`config.mk`:
```
export PLATFORM = sky130hd
export DESIGN_NAME = dmux_4way
export DESIGN_NICKNAME = d
export VERILOG_FILES = /design/src/rtl/dmux_4way.sv
export SDC_FILE = /design/constraint.sdc
export NUM_CORES = 1
export LEC_CHECK = 0
export BUFFER_PORTS_ARGS = -buffer_cell sky130_fd_sc_hd__buf_2
export CAP_MARGIN = 20
export CORE_AREA = 10 10 47 49
export CTS_CLUSTER_DIAMETER = 150
export DETAILED_ROUTE_END_ITERATION = 16
export DIE_AREA = 0 0 57 59
export PLACE_DENSITY_LB_ADDON = 0.3
export SLEW_MARGIN = 5
export SYNTH_ARGS = -nofsm -noshare
export SYNTH_HDL_FRONTEND = slang
export SYNTH_SLANG_ARGS = --single-unit
```
`constraint.sdc`:
```
create_clock -name clk -period 1.2 [get_ports clk]
set_clock_uncertainty 0.1 [all_clocks]
set_input_delay 0.3 -clock clk [delete_from_list [all_inputs] [get_ports clk]]
set_output_delay 0.3 -clock clk [all_outputs]
set_load 0.01 [all_outputs]
```
`src/rtl/dmux_4way.sv`:
```
`default_nettype none
// ============================================================================
// Module   : dmux_4way
// Purpose  : Registered 1-to-4 demultiplexer. Routes din to one of a/b/c/d
//            selected by {s1,s2}. The three unselected outputs are forced to
//            zero. A one-hot valid marks the selected route. Latency is one
//            cycle, and the block accepts one beat per cycle.
// Ports    : clk     - rising-edge clock
//            rst_n   - synchronous active-low reset
//            din     - WIDTH-bit data to route
//            s1, s2  - route select (s1 = MSB)
//            in_vld  - beat qualifier
//            a..d    - routed data, routes 0..3
//            out_vld - one-hot valid (bit0 = a ... bit3 = d)
//            cnt_a..cnt_d - saturating per-route beat counters
//                      (present only with DMUX_4WAY_CNT_EN)
// Config   : `define DMUX_4WAY_CNT_EN to add the CNT_W parameter and the
//            route counters.
// Revision : 1.0 - initial release
// ============================================================================
module dmux_4way #(
  parameter int WIDTH = 1
`ifdef DMUX_4WAY_CNT_EN
  ,
  parameter int CNT_W = 8
`endif
) (
  input  logic             clk,
  input  logic             rst_n,
  input  logic [WIDTH-1:0] din,
  input  logic             s1,
  input  logic             s2,
  input  logic             in_vld,
  output logic [WIDTH-1:0] a,
  output logic [WIDTH-1:0] b,
  output logic [WIDTH-1:0] c,
  output logic [WIDTH-1:0] d,
  output logic [3:0]       out_vld
`ifdef DMUX_4WAY_CNT_EN
  ,
  output logic [CNT_W-1:0] cnt_a,
  output logic [CNT_W-1:0] cnt_b,
  output logic [CNT_W-1:0] cnt_c,
  output logic [CNT_W-1:0] cnt_d
`endif
);

  logic [1:0]       w_sel;
  logic [3:0]       w_hot;
  logic [WIDTH-1:0] r_a, r_b, r_c, r_d;
  logic [3:0]       r_vld;

  assign w_sel = {s1, s2};

  // The valid qualifier is tested first so that an unknown select during an
  // idle cycle cannot propagate into the route enables.
  always_comb begin
    w_hot = 4'b0000;
    if (in_vld) begin
      case (w_sel)
        2'd0:    w_hot = 4'b0001;
        2'd1:    w_hot = 4'b0010;
        2'd2:    w_hot = 4'b0100;
        default: w_hot = 4'b1000;
      endcase
    end
  end

  // Every output register reloads on every edge. Unselected routes therefore
  // drop to zero on the same edge that the newly selected route loads.
  always_ff @(posedge clk) begin
    if (!rst_n) begin
      r_a   <= '0;
      r_b   <= '0;
      r_c   <= '0;
      r_d   <= '0;
      r_vld <= 4'b0000;
    end else begin
      r_a   <= w_hot[0] ? din : '0;
      r_b   <= w_hot[1] ? din : '0;
      r_c   <= w_hot[2] ? din : '0;
      r_d   <= w_hot[3] ? din : '0;
      r_vld <= w_hot;
    end
  end

  assign a       = r_a;
  assign b       = r_b;
  assign c       = r_c;
  assign d       = r_d;
  assign out_vld = r_vld;

`ifdef DMUX_4WAY_CNT_EN
  logic [CNT_W-1:0] r_cnt [4];

  // One saturating counter per route. Each counter advances on the same
  // route-enable that loads the corresponding data register.
  for (genvar i = 0; i < 4; i++) begin : g_cnt
    always_ff @(posedge clk) begin
      if (!rst_n) begin
        r_cnt[i] <= '0;
      end else if (w_hot[i] && (r_cnt[i] != {CNT_W{1'b1}})) begin
        r_cnt[i] <= r_cnt[i] + 1'b1;
      end
    end
  end

  assign cnt_a = r_cnt[0];
  assign cnt_b = r_cnt[1];
  assign cnt_c = r_cnt[2];
  assign cnt_d = r_cnt[3];
`endif

endmodule
`default_nettype wire

```
==> results of run 1 <==
flip-flops by register name, summed over array words and instances, names as in the netlist:
name     cells
d            1
b            1
a            1
out_vld      4
c            1
area by class of cell:
class / instances / area [sq um]
Tap cell: 16 / 20.0
Multi-Input combinational cell: 13 / 62.6
Sequential cell: 8 / 160
Clock buffer: 3 / 22.5
Fill cell: 169 / 1070
Timing Repair Buffer: 13 / 65.1
how the worst max path moves through the flow:
stage	from	to	slack, ps	cells after the start
floorplan	a$_SDFF_PN0_	a	470	0
global placement	rst_n	out_vld[0]$_SDFF_PN0_	340	3
global route	out_vld[1]$_SDFF_PN0_	out_vld[1]	80	1
CTS	out_vld[1]$_SDFF_PN0_	out_vld[1]	100	1
detailed placement	s1	b$_SDFF_PN0_	350	3
finish	out_vld[1]$_SDFF_PN0_	out_vld[1]	120	1
metal layers:
layer	up-vias	part of all wire, %	GRT usage [%]
met3	0	24	5.15
met4	0	0	2.01
li1	99	-	-
met2	16	31	2.79
met5	-	0	0
met1	79	45	3.09
cells in the final DEF (no fill, tap or decap), drive strengths merged:
master,netlist,routed
buf,0,13
nand2,2,2
clkbuf,0,3
nand3,1,1
nor3,2,2
dfxtp,8,8
nand2b,2,2
nor2,6,6
power breakdown:
| part | leakage [uW] | switching (uW) | total (uW) | internal (uW) |
|---|---|---|---|---|
| clock | 0.0000138 | 81.9 | 196 | 114 |
| combinational | 0.0000842 | 18.8 | 33.1 | 14.3 |
| sequential | 0.0000649 | 1.16 | 273 | 272 |
| total | 0.000163 | 102 | 502 | 400 |
metrics by stage:
stage | std cells | total power, uW | setup WS (ps)
finish | 53 | 502 | 121
global route | 53 | 534 | 75.2
CTS | 53 | 517 | 101
detailed placement | 50 | 312 | 352
global placement | 50 | 312 | 344
floorplan | 21 | 292 | 469
logic make-up (layout without fill, tap and decap cells):
kind of cell	after synthesis	in the layout	synth area share [%]
buffers and inverters	0	16	0
DFF	8	8	71.9
and+or+nand+nor	13	13	28.1
==> impl_metrics.json, run 1 <==
{
  "layout.core_utilization_pct": 23.6,
  "max_stage_delay_cell_worst_path": "sky130_fd_sc_hd__dfxtp_1",
  "drt_wl_total_microns": 513,
  "final_nets": 45,
  "ctsResizeCount": 0,
  "max-vdd-ir-drop_mv": 0.408,
  "io_pins": 14,
  "route.detailed.vias_per_inst": 3.66,
  "drtIter0Drc": 0,
  "drv_cap": 0,
  "portbufs": 13,
  "cp-start-kind": "flip-flop",
  "critical_path.cell_chain": "buf_2",
  "synth_nets": 27,
  "first_pass_iteration_count_of_the_detailed_router": 1,
  "ctsHoldBuffers": 0,
  "global_routing_usage_summed_across_all_routing_layers_pct": 3.20,
  "cp_max_fo": 1,
  "postSynthCellCount": 21,
  "hpwl_microns": 430,
  "synth_top_cell_by_area": "sky130_fd_sc_hd__dfxtp_1",
  "max_stage_delay_ps": 310,
  "min-delay-path-class": "primary input to flip-flop",
  "hold_crit_endpoint": "out_vld[0]$_SDFF_PN0_",
  "drive_above_1_share_pct": 45.9,
  "slew_headroom_pct": 90.7,
  "antenna_violations_before_repair": 0,
  "power_density_nw_per_um2": 1520,
  "die_y_microns": 59,
  "end_kind": "output pin",
  "path_clk_slew_ps": 50,
  "floorplan.die_area_sq_um": 3360,
  "highest_clock_rate_mhz": 927,
  "synth.top_cells.by_count": "sky130_fd_sc_hd__dfxtp_1, sky130_fd_sc_hd__nor2_1, sky130_fd_sc_hd__nand2_1, sky130_fd_sc_hd__nand2b_1, sky130_fd_sc_hd__nor3_1",
  "cts_max_level": 1,
  "timing.hold.worst_path_depth": 2,
  "coreArea_sq_um": 1400,
  "number_of_distinct_library_cells_after_synthesis": 6,
  "critPathArrivalTime_ps": 680,
  "die_width_microns": 57,
  "vias_in_the_first_global_route": 196,
  "layout_worst_path_cycle_share_pct": 89.9,
  "synth-seq-cells": 8,
  "tightest_pin_transition_ps": 139,
  "whs_ps": 175,
  "fp-row-count": 14,
  "slew_violations": 0,
  "initial_utilization_pct": 15.9,
  "synth_edf_count": 0,
  "setup_viol": 0,
  "syn_area_per_cell_sq_um": 10.6,
  "gp_routability_congestion": 0.708,
  "rsz0062_at_grt": "false",
  "synth_largest_type_area_fraction_pct": 71.9,
  "cts_tree": "built",
  "synth-async-reset-ratio_pct": 0,
  "static_leakage_uw": 0.000163,
  "fin_area_sq_um": 330,
  "worst_ep_required_time_ps": 800,
  "wl_per_instance_microns": 9.68,
  "timing.final.hold_violations": 0,
  "tritoncts.num_buffers": 3,
  "synth.top_cells.by_area": "sky130_fd_sc_hd__dfxtp_1, sky130_fd_sc_hd__nor2_1, sky130_fd_sc_hd__nand2b_1",
  "global_route.overflow_total": 0,
  "path_delay_family": "flip-flops",
  "insertedDiodeCount": 0,
  "post-route-drc-count": 0,
  "first_pass_grt_wire_length_microns": 765,
  "grt_max_degree": 6,
  "tritoncts_num_sinks": 8,
  "dr_total_vias": 194,
  "post-cts-setup-buffer-count": 0,
  "finalWorstPathRequiredPeriod_ps": 1080,
  "syn-cell-area_sq_um": 223,
  "timing.critical_path.buf_inv": 1,
  "fin_tns_setup_ps": 0,
  "ys_seq_area_share_pct": 71.9,
  "status": "finished clean",
  "leading_cell_type_by_number_of_instances_after_synthesis": "sky130_fd_sc_hd__dfxtp_1",
  "yosysWarnings": 0,
  "detailed_place.area_sq_um": 308,
  "syn_to_final_growth_pct": 48.3,
  "criticalPathCategory": "flip-flop to output pin",
  "ys.flop_type": "sky130_fd_sc_hd__dfxtp_1",
  "ctsLongestPathBuffers": 2,
  "ctsRootBufferMaster": "sky130_fd_sc_hd__clkbuf_4",
  "worstHoldStart": "s2",
  "number_of_routed_nets_with_antenna_violations": 0
}
(Power assumes the default switching activity.)
==> inputs of run 2 (changes only) <==
==> constraint.sdc (replaced) <==
create_clock -name clk -period 1.2 [get_ports clk]
set_clock_uncertainty 0.1 [all_clocks]
set_input_delay 0.3 -clock clk [delete_from_list [all_inputs] [get_ports clk]]
set_output_delay 0.3 -clock clk [all_outputs]
set_load 0.05 [all_outputs]
==> impl_metrics.json, run 2 (synthesized netlist as in run 1, its figures left out) <==
{
  "final.fill_count": 164,
  "insertedDiodeCount": 0,
  "syn_to_final_growth_pct": 57.3,
  "layout.core_utilization_pct": 25.0,
  "path_delay_family": "flip-flops",
  "tightest_pin_transition_ps": 162,
  "grt_max_degree": 6,
  "initial_utilization_pct": 15.9,
  "worst_ep_required_time_ps": 800,
  "tritoncts_num_sinks": 8,
  "highest_clock_rate_mhz": 864,
  "use_met2_pct": 4.03,
  "dr_total_vias": 194,
  "ctsRootBufferMaster": "sky130_fd_sc_hd__clkbuf_4",
  "first_pass_grt_wire_length_microns": 890,
  "power.sequential.fraction_pct": 52.0,
  "grt_busiest_layer": "met3",
  "portbufs": 13,
  "setup_viol": 0,
  "fin_tns_setup_ps": 0,
  "cts_tree": "built",
  "timing.final.hold_violations": 0,
  "io_pins": 14,
  "drv_cap": 0,
  "slew_violations": 0,
  "layout.cells.non_filler": 53,
  "floorplan.die_area_sq_um": 3360,
  "antenna_violations_before_repair": 0,
  "route.detailed.vias_per_inst": 3.66,
  "drive_above_1_share_pct": 45.9,
  "vias_in_the_first_global_route": 215,
  "global_route.overflow_total": 0,
  "first_pass_iteration_count_of_the_detailed_router": 4,
  "timing.critical_path.buf_inv": 1,
  "max_stage_delay_cell_worst_path": "sky130_fd_sc_hd__dfxtp_1",
  "status": "finished clean",
  "post-cts-setup-buffer-count": 0,
  "largest_register_ffs": 4,
  "finalWorstPathRequiredPeriod_ps": 1160,
  "critPathArrivalTime_ps": 760,
  "max_stage_delay_ps": 320,
  "seq_area_sq_um": 160,
  "cp_max_fo": 1,
  "drt_wl_total_microns": 563,
  "cts_max_level": 1,
  "criticalPathCategory": "flip-flop to output pin",
  "whs_ps": 173,
  "cp-start-kind": "flip-flop",
  "critical_path.cell_chain": "buf_4",
  "globalRouteMet3Util_pct": 4.72,
  "wl_per_instance_microns": 10.6,
  "commonest_cells_after_routing_fill_and_taps_aside": "sky130_fd_sc_hd__dfxtp_1, sky130_fd_sc_hd__buf_4, sky130_fd_sc_hd__nor2_1",
  "post-route-drc-count": 0,
  "power.switching_fraction_pct": 23.3,
  "path_clk_slew_ps": 50,
  "power_density_nw_per_um2": 1500,
  "rsz0062_at_grt": "false",
  "power.switching_uw": 123,
  "number_of_routed_nets_with_antenna_violations": 0,
  "p_comb_share_pct": 10.4,
  "use_met1_pct": 3.34,
  "fp-row-count": 14,
  "layout_worst_path_cycle_share_pct": 96.5,
  "die_width_microns": 57,
  "max-vdd-ir-drop_mv": 0.386,
  "die_y_microns": 59,
  "final_nets": 45,
  "gp_routability_congestion": 0.698,
  "pwr-share-clk_pct": 37.7,
  "internal-power_uw": 403,
  "slew_headroom_pct": 89.2,
  "end_kind": "output pin",
  "static_leakage_uw": 0.000163,
  "min-delay-path-class": "primary input to flip-flop",
  "coreArea_sq_um": 1400,
  "drtIter0Drc": 7,
  "post-place-cells": 50,
  "multi_input_logic_area_sq_um": 62.6,
  "global_routing_usage_summed_across_all_routing_layers_pct": 3.68,
  "hpwl_microns": 451,
  "ctsLongestPathBuffers": 2,
  "tritoncts.num_buffers": 3
}
-- run 2: cell types whose count changed in the layout (fill, tap and decap cells not counted) --
cell and delta:
sky130_fd_sc_hd__buf_2 -8, sky130_fd_sc_hd__buf_4 +8
-- run 2: final timing paths --
check,startpoint,end,slack [ps],cells past startpoint
max,a$_SDFF_PN0_,a,40,1
min,s1,a$_SDFF_PN0_,170,2
-- run 2: power groups by stage --
stage | logic (uW) | registers (uW) | clock network (uW)
finish | 54.5 | 273 | 198
CTS | 55.1 | 273 | 212
global route | 59.1 | 273 | 224
detailed placement | 51.8 | 278 | 0
floorplan | 10.0 | 299 | 0
global placement | 51.5 | 278 | 0
-- run 2: timing repair --
action,in CTS,in global routing
hold buffers,0,0
setup endpoints to repair,8,0
resized for setup,8,0
-- run 2: cell type report --
type / instances / area share (%)
multi-input cells: 13 / 17.9
flip-flops and latches: 8 / 45.7
well taps: 16 / 5.71
clock buffers: 3 / 6.43
repair buffers: 13 / 24.3
-- run 2: stage by stage --
stage | instance area (sq um) | total power, uW | setup WS [ps]
finish | 350 | 526 | 42.3
global route | 350 | 556 | 2.91
CTS | 350 | 540 | 23.8
detailed placement | 308 | 330 | 243
global placement | 308 | 330 | 260
floorplan | 223 | 309 | 213
-- run 2: metal layers --
metal,routed length [microns],vias up,share of wire (%)
li1,-,100,-
met1,258,82,46
met2,191,12,34
met3,113,0,20
met4,0,0,0
met5,0,-,0
==> inputs of run 3 (changes only) <==
Settings changed: ABC_AREA from default to 1.
==> impl_metrics.json, run 3 <==
{
  "drt_wl_total_microns": 540,
  "fp-row-count": 14,
  "yosysWarnings": 0,
  "critical_path.cell_chain": "buf_4",
  "syn_area_per_cell_sq_um": 9.00,
  "layout.core_utilization_pct": 25.8,
  "yosys-mux-area-fraction_pct": 0,
  "syn-cell-area_sq_um": 234,
  "tritoncts_num_sinks": 8,
  "leading_cell_type_by_number_of_instances_after_synthesis": "sky130_fd_sc_hd__dfxtp_1",
  "global_routing_usage_summed_across_all_routing_layers_pct": 3.85,
  "ctsRootBufferMaster": "sky130_fd_sc_hd__clkbuf_4",
  "ys.flop_type": "sky130_fd_sc_hd__dfxtp_1",
  "global_route.overflow_total": 0,
  "tightest_pin_transition_ps": 152,
  "largest_register_ffs": 4,
  "static_leakage_uw": 0.000195,
  "layout_worst_path_cycle_share_pct": 95.3,
  "first_pass_iteration_count_of_the_detailed_router": 2,
  "critPathArrivalTime_ps": 740,
  "ctsResizeCount": 8,
  "synth-simple-area-share_pct": 23.5,
  "wl_per_instance_microns": 9.31,
  "synth.top_cells.by_count": "sky130_fd_sc_hd__dfxtp_1, sky130_fd_sc_hd__inv_1, sky130_fd_sc_hd__nor2_1",
  "drtIter0Drc": 8,
  "number_of_routed_nets_with_antenna_violations": 0,
  "cp_max_fo": 1,
  "portbufs": 13,
  "commonest_cells_after_routing_fill_and_taps_aside": "sky130_fd_sc_hd__dfxtp_1, sky130_fd_sc_hd__buf_4, sky130_fd_sc_hd__inv_1, sky130_fd_sc_hd__nor2_1, sky130_fd_sc_hd__buf_2",
  "min-delay-path-class": "primary input to flip-flop",
  "cts_tree": "built",
  "synth_top_cell_by_area": "sky130_fd_sc_hd__dfxtp_1",
  "timing.final.hold_violations": 0,
  "post-place-cells": 55,
  "die_width_microns": 57,
  "rsz0062_at_grt": "false",
  "insertedDiodeCount": 0,
  "power_density_nw_per_um2": 1450,
  "synth_compound_gate_area_share_pct": 0,
  "io_pins": 14,
  "slew_headroom_pct": 89.8,
  "synth_edf_count": 0,
  "die_y_microns": 59,
  "post-route-drc-count": 0,
  "grt_max_degree": 8,
  "antenna_violations_before_repair": 0,
  "criticalPathCategory": "flip-flop to output pin",
  "first_pass_grt_wire_length_microns": 883,
  "synth_largest_type_area_fraction_pct": 68.4,
  "synth-seq-cells": 8,
  "post-cts-setup-buffer-count": 0,
  "dr_total_vias": 202,
  "worst_ep_required_time_ps": 800,
  "post_placement_worst_setup_slack_ps": 256,
  "synth-async-reset-ratio_pct": 0,
  "ctsLongestPathBuffers": 2,
  "final_nets": 50,
  "synth-adder-area-share_pct": 0,
  "drv_cap": 0,
  "layout.cells.non_filler": 58,
  "gp_routability_congestion": 0.755,
  "postSynthCellCount": 26,
  "status": "finished clean",
  "path_clk_slew_ps": 50,
  "drive_above_1_share_pct": 40.5,
  "timing.critical_path.buf_inv": 1,
  "synth.top_cells.by_area": "sky130_fd_sc_hd__dfxtp_1, sky130_fd_sc_hd__inv_1, sky130_fd_sc_hd__nor2_1",
  "coreArea_sq_um": 1400,
  "synth_nets": 32,
  "cp-start-kind": "flip-flop",
  "floorplan.die_area_sq_um": 3360,
  "number_of_distinct_library_cells_after_synthesis": 6,
  "slew_violations": 0,
  "worstHoldStart": "din",
  "finalWorstPathRequiredPeriod_ps": 1140,
  "ys_seq_area_share_pct": 68.4,
  "layout_setup_ws_ps": 56.5,
  "route.detailed.vias_per_inst": 3.48,
  "path_delay_family": "flip-flops",
  "fin_tns_setup_ps": 0,
  "ctsHoldBuffers": 0,
  "max-vdd-ir-drop_mv": 0.410,
  "tritoncts.num_buffers": 3,
  "crit_path_start": "out_vld[2]$_SDFF_PN0_",
  "max_stage_delay_cell_worst_path": "sky130_fd_sc_hd__dfxtp_1",
  "end_kind": "output pin",
  "syn_to_final_growth_pct": 54.5,
  "largest_family_of_logic_cells_by_synthesized_area": "simple AND/OR/NAND/NOR gates",
  "initial_utilization_pct": 16.7,
  "highest_clock_rate_mhz": 875,
  "synth_xor_xnor_area_share_pct": 0,
  "setup_viol": 0,
  "final.fill_count": 168,
  "vias_in_the_first_global_route": 235,
  "cts_max_level": 1,
  "max_stage_delay_ps": 310
}
[run 3: routing by layer]
metal	vias to the layer above	GRT usage, %	part of all wire, %
li1	108	-	-
met1	78	3.34	45
met2	12	4.19	35
met3	4	3.43	14
met4	0	6.04	5.9
met5	-	0	0
[run 3: kinds of logic (layout without fill, tap and decap cells)]
logic type    Yosys count  in the layout
simple gates           13             13
buf+inv                 5             21
flops                   8              8
[run 3: worst paths after layout]
path,endpoint,slack [ps],depth (start not counted)
worst max-delay path,out_vld[2],60,1
worst min-delay path,a$_SDFF_PN0_,210,3
[run 3: final cells by class]
type                    count  area [sq um]  area share (%)
repair buffers             13          85.1            23.5
inverters                   5          18.8            5.19
clock buffers               3          22.5            6.23
multi-input cells          13          55.1            15.2
well taps                  16          20.0            5.54
flip-flops and latches      8           160            44.3
[run 3: stage by stage]
step	cell area [sq um]	hold slack [ps]	total power, uW
after floorplan	234	338	313
after global placement	319	476	331
after detailed placement	319	478	332
after CTS	362	218	536
after global routing	362	232	558
final	362	215	525
[run 3: power breakdown]
| part | leakage [uW] | switching, uW | total [uW] | internal, uW |
|---|---|---|---|---|
| logic | 0.000116 | 37.7 | 55.4 | 17.7 |
| clock network | 0.0000138 | 82.5 | 196 | 114 |
| registers | 0.0000649 | 1.34 | 273 | 272 |
| total | 0.000195 | 122 | 525 | 404 |
